## config.mk

```make
export PLATFORM = sky130hd
export DESIGN_NAME = cska_sub_seq
export DESIGN_NICKNAME = d
export VERILOG_FILES = /design/src/rtl/cska_pkg.sv /design/src/rtl/sub_blk4.sv /design/src/rtl/cska_sub_seq.sv
export SDC_FILE = /design/constraint.sdc
export NUM_CORES = 1
export LEC_CHECK = 0
export CORE_ASPECT_RATIO = 2
export CORE_MARGIN = 5
export CORE_UTILIZATION = 50
export DETAILED_ROUTE_END_ITERATION = 10
export DONT_BUFFER_PORTS = 1
export HOLD_SLACK_MARGIN = 0.12
export SYNTH_ARGS = -nofsm -noshare
export SYNTH_HDL_FRONTEND = slang
export SYNTH_SLANG_ARGS = --single-unit
```

## constraint.sdc

```tcl
create_clock -name clk -period 4.71 [get_ports clk]
set_input_delay 1.413 -clock clk [delete_from_list [all_inputs] [get_ports clk]]
set_output_delay 1.413 -clock clk [all_outputs]
set_load 0.05 [all_outputs]
```

## src/rtl/cska_pkg.sv

```systemverilog
// Shared constants and types for the block-serial carry-skip subtractor.
// Latency: n/a (declarations only).
// Backpressure: n/a.
package cska_pkg;

    localparam int WIDTH = 32;
    localparam int BLK   = 4;
    localparam int NBLK  = WIDTH / BLK;
    localparam int SKW   = $clog2(NBLK + 1);
    localparam int IDXW  = (NBLK > 1) ? $clog2(NBLK) : 1;

    typedef enum logic [1:0] {
        IDLE = 2'd0,
        RUN  = 2'd1,
        DONE = 2'd2
    } state_t;

    typedef struct packed {
        logic [WIDTH-1:0] a;
        logic [WIDTH-1:0] b;
    } op_t;

endpackage

```

## src/rtl/sub_blk4.sv

```systemverilog
// One BLK-bit subtract slice as A + ~B + ~bin, with carry-skip bypass on equal nibbles.
// Latency: purely combinational.
// Backpressure: none; the caller sequences blocks.
module sub_blk4
    import cska_pkg::*;
(
    input  logic [BLK-1:0] a,
    input  logic [BLK-1:0] b,
    input  logic           bin,
    output logic [BLK-1:0] d,
    output logic           bout,
    output logic           eq
);

    logic [BLK:0] c;

    always_comb begin
        c    = '0;
        d    = '0;
        c[0] = ~bin;
        for (int i = 0; i < BLK; i++) begin
            d[i]   = a[i] ^ ~b[i] ^ c[i];
            c[i+1] = (a[i] & ~b[i]) | (c[i] & (a[i] ^ ~b[i]));
        end
    end

    assign eq = &(~(a ^ b));

    // Equal nibbles propagate every bit, so the borrow passes straight through.
    assign bout = eq ? bin : ~c[BLK];

endmodule

```

## src/rtl/cska_sub_seq.sv

```systemverilog
// Block-serial WIDTH-bit subtractor Diff = A - B - Bin with borrow, overflow, zero and skip count.
// Latency: result valid NBLK+1 edges after accept (one IDLE->RUN edge, then NBLK RUN edges).
// Backpressure: in_ready low from accept until DONE is released; DONE holds results while out_ready=0.
module cska_sub_seq
    import cska_pkg::*;
(
    input  logic             clk,
    input  logic             rst,
    input  logic             in_valid,
    output logic             in_ready,
    input  logic [WIDTH-1:0] A,
    input  logic [WIDTH-1:0] B,
    input  logic             Bin,
    output logic             out_valid,
    input  logic             out_ready,
    output logic [WIDTH-1:0] Diff,
    output logic             Bout,
    output logic             Ovf,
    output logic             Zero,
    output logic [SKW-1:0]   skip_cnt
);

    state_t           state;
    state_t           state_nxt;
    op_t              op_q;
    logic [IDXW-1:0]  idx;
    logic             brw;
    logic [WIDTH-1:0] diff_q;
    logic             ovf_q;
    logic             zero_q;
    logic [SKW-1:0]   skip_q;

    logic [BLK-1:0]   a_blk;
    logic [BLK-1:0]   b_blk;
    logic [BLK-1:0]   d_blk;
    logic             bout_blk;
    logic             eq_blk;
    logic [WIDTH-1:0] diff_nxt;
    logic             last_blk;

    assign a_blk    = op_q.a[idx*BLK +: BLK];
    assign b_blk    = op_q.b[idx*BLK +: BLK];
    assign last_blk = (idx == IDXW'(NBLK - 1));

    sub_blk4 u_blk (
        .a    (a_blk),
        .b    (b_blk),
        .bin  (brw),
        .d    (d_blk),
        .bout (bout_blk),
        .eq   (eq_blk)
    );

    always_comb begin
        diff_nxt                   = diff_q;
        diff_nxt[idx*BLK +: BLK]   = d_blk;
    end

    always_comb begin
        state_nxt = state;
        in_ready  = 1'b0;
        out_valid = 1'b0;
        unique case (state)
            IDLE: begin
                in_ready = 1'b1;
                if (in_valid) state_nxt = RUN;
            end
            RUN: begin
                if (last_blk) state_nxt = DONE;
            end
            DONE: begin
                out_valid = 1'b1;
                if (out_ready) state_nxt = IDLE;
            end
            default: state_nxt = IDLE;
        endcase
    end

    always_ff @(posedge clk) begin
        if (rst) begin
            state  <= IDLE;
            op_q   <= '0;
            idx    <= '0;
            brw    <= 1'b0;
            diff_q <= '0;
            ovf_q  <= 1'b0;
            zero_q <= 1'b0;
            skip_q <= '0;
        end else begin
            state <= state_nxt;
            unique case (state)
                IDLE: begin
                    if (in_valid) begin
                        op_q.a <= A;
                        op_q.b <= B;
                        brw    <= Bin;
                        idx    <= '0;
                        skip_q <= '0;
                    end
                end
                RUN: begin
                    diff_q <= diff_nxt;
                    brw    <= bout_blk;
                    skip_q <= skip_q + SKW'(eq_blk);
                    idx    <= idx + IDXW'(1);
                    // Flags are taken from the fully assembled difference on the final block.
                    if (last_blk) begin
                        ovf_q  <= (op_q.a[WIDTH-1] != op_q.b[WIDTH-1]) &&
                                  (diff_nxt[WIDTH-1] != op_q.a[WIDTH-1]);
                        zero_q <= (diff_nxt == '0);
                    end
                end
                default: ;
            endcase
        end
    end

    assign Diff     = diff_q;
    assign Bout     = brw;
    assign Ovf      = ovf_q;
    assign Zero     = zero_q;
    assign skip_cnt = skip_q;

endmodule

```

==> impl_metrics.json <==
{
  "highest_layer": "met4",
  "cts_root_buf": "clkbuf_16",
  "clock_sinks": 108,
  "wl_met3_um": 527,
  "critPathArrivalTime_ns": 4.24,
  "clk_path_buf_depth": 2,
  "maxCapViolations": 0,
  "worstMarginPinSlew_ns": 1.14,
  "rows": 52,
  "clk_latency_ns": 0.34,
  "post_cts.repair.setup_buffers": 0,
  "crit_slowest_cell": "dfxtp_2",
  "synth_fa_ha_area_share_pct": 4.69,
  "portBuffers": 0,
  "r2r_slack_ns": 0.75,
  "wirelength_mm": 13.7,
  "start_kind": "register",
  "die-area_mm2": 0.0126,
  "clock.fmax_mhz": 253,
  "cts_tree": "built",
  "area_growth_pct": 6.22,
  "dieWidth_um": 81.9,
  "synth-simple-area-share_pct": 24.5,
  "relSlewSlack_pct": 23.8,
  "hold_viol": 0,
  "timing.critical_path.buf_inv": 2,
  "met2RoutedLength_mm": 7.98,
  "worstHoldPathCells": 2,
  "num_vias": 4076,
  "synth_top_family_by_area": "simple AND/OR/NAND/NOR gates",
  "hpwl_mm": 10.3,
  "worst_clock_skew_ns": 0.00714,
  "p_per_area_mw_per_mm2": 376,
  "syn_nets": 692,
  "cts_resized": 0,
  "fin_crit_sh_pct": 84.0,
  "synth_seq_area_share_pct": 41.8,
  "grt_max_degree": 110,
  "coreArea_mm2": 0.0101,
  "outcome": "completed",
  "rsz0062_at_grt": "false",
  "io_pins": 110,
  "yosys_warnings": 0,
  "place.gp.congestion": 0.952,
  "hold_path_end": "op_q[10]$_SDFFE_PP0P_",
  "reg2reg_from": "idx[0]$_SDFFE_PP0P_",
  "grt_antenna_before_repair": 0,
  "start_util_pct": 51.0,
  "synthXorXnorAreaFrac_pct": 0,
  "worstPathRequired_ns": 4.99,
  "crit_family": "adder cells",
  "grt_pass1_wl_mm": 21.5,
  "clk_pin_slew_ns": 0.08,
  "setup_violations": 0,
  "r2r-end": "Zero$_SDFFE_PP0P_",
  "cpPeakStageDelay_ns": 0.56,
  "crit_path_end_kind": "register",
  "synth_top_area_cell": "dfxtp_1",
  "synth_top_area_share_pct": 41.8,
  "drc": 0,
  "layout_common_cells": "nand2_1 (164), dfxtp_1 (107), a21oi_1 (88)",
  "hold_buffers": 0,
  "wire_per_inst_um": 19.0,
  "final.setup.tns_ns": 0,
  "drt_pass1_iterations": 5,
  "vias_per_cell": 5.66,
  "synth_ff_type": "dfxtp_1",
  "grt_usage_pct": 22.4,
  "final-max-slew-violation-count": 0,
  "synth-edff-count": 0,
  "syn_inst": 606,
  "overflow": 0,
  "drive_gt1_share_pct": 8.89,
  "ir_drop_mv": 0.363,
  "drtAntennaViolNets": 0,
  "final_nets": 666,
  "n_antenna_cell": 0,
  "htree_levels": 3,
  "synth-compound-area-share_pct": 13.3,
  "final_common_cell": "nand2_1",
  "power_mw": 2.07,
  "wl_met1_mm": 4.79,
  "fill_cells": 1029,
  "worstHoldStart": "op_q[10]$_SDFFE_PP0P_",
  "cp_max_fo": 11,
  "synth_area_leaders": "dfxtp_1 (42%), nand2_1 (12%), a21oi_1 (8.5%)",
  "hp-class": "register to register",
  "die_h_um": 154,
  "first_global_vias": 4210,
  "path_cells": "mux4_2 > nand2_1 > nand2_1 > fa_1 > inv_1 > fa_1 > inv_1 > fa_1 > fa_1 > nor4b_1 > o22ai_1 > o31ai_1 > nand4_1 > o21ai_1",
  "drtIter0Drc": 177,
  "leakage_nw": 2.12,
  "syn_avg_cell_area_um2": 8.54,
  "crit_type": "register to register",
  "ys_async_sr_fraction_pct": 0,
  "yosysUniqueCellTypes": 56,
  "numCtsBuffers": 9,
  "worstRegToRegCells": 14,
  "netlist_area_mm2": 0.00517,
  "cpMostUsedCell": "fa_1",
  "ys_ff_latch": 108,
  "min_period_ns": 3.96,
  "synthMuxAreaShare_pct": 11.1
}
[worst min-delay path: stages (launching register included)]
cell and delay [ns]:
dfxtp_1 0.31, nand2_1 0.05, a21oi_1 0.05
[metal layers]
metal | GRT usage (%) | vias to the layer above
met4 | 9.51 | 0
met5 | 0 | -
li1 | - | 2023
met1 | 23.5 | 1928
met2 | 41.8 | 101
met3 | 3.81 | 24
[how the worst max path moves through the flow]
stage,start,endpoint,depth (start not counted)
CTS,idx[0]$_SDFFE_PP0P_,Zero$_SDFFE_PP0P_,14
floorplan,idx[0]$_SDFFE_PP0P_,Zero$_SDFFE_PP0P_,16
global placement,idx[0]$_SDFFE_PP0P_,Zero$_SDFFE_PP0P_,14
finish,idx[0]$_SDFFE_PP0P_,Zero$_SDFFE_PP0P_,14
detailed placement,idx[0]$_SDFFE_PP0P_,Zero$_SDFFE_PP0P_,14
global route,idx[0]$_SDFFE_PP0P_,Zero$_SDFFE_PP0P_,13
[layout make-up]
type                       count  area [um^2]  area share (%)
multi-input combinational    446         2770            50.5
sequential                   108         2160            39.4
clock buffer                   9          225            4.10
inverter                      11         41.3           0.751
tap                          135          169            3.07
clock inverter                 7         93.8            1.71
timing repair buffer           4         30.0           0.546
[registers in the layout, indices dropped and copies added (netlist names)]
| name | cells |
|---|---|
| Zero | 1 |
| Bout | 1 |
| op_q | 64 |
| skip_cnt | 4 |
| Ovf | 1 |
| idx | 3 |
| Diff | 32 |
| state | 2 |
[per-stage QoR]
stage          hold slack, ns  util [%]  area [um^2]  instances  setup WS, ns
4_1_cts                 0.450      54.1         5500        720         0.747
6_report                0.448      54.1         5500        720         0.752
3_5_place_dp            0.440      51.0         5180        704         0.776
5_1_grt                 0.469      54.1         5500        720         0.450
2_1_floorplan           0.433         -         5170        606         0.799
3_3_place_gp            0.434      51.0         5180        704         0.804
[synthesized netlist by cell type (2+ instances only)]
library cell and number:
a311oi_1 2, nor3b_2 2, mux4_2 16, or3b_1 2, nor3b_1 2, ha_1 13
a31oi_1 2, nor4b_1 3, nand3b_1 3, nand3_1 15, or3_1 2, buf_4 4
a22oi_1 6, and3_1 3, o2111ai_1 2, fa_1 4, nand4_1 3, mux2i_1 20
o31ai_1 4, and2_1 8, a21oi_1 88, nor3_4 3, o22ai_1 2, nor3_1 6
nor2_1 41, nand2_1 165, inv_1 10, nor4_1 3, dfxtp_1 108, nor2b_1 4
clkbuf_1 16, buf_2 20
[logic make-up (layout without fill, tap and decap cells)]
family	Yosys count	in the layout
multiplexers	37	37
flip-flops	108	108
AO/OA/AOI/OAI	119	119
adder cells (fa/ha/maj)	17	17
AND/OR/NAND/NOR	273	273
buffers and inverters	52	31
[where the power goes]
part	switching (mW)	leakage, nW	internal, mW
logic	0.159	1.08	0.100
clock network	0.375	0.153	0.429
registers	0.0526	0.881	0.951
total	0.587	2.12	1.48
Power figures use the tool's default switching activity.
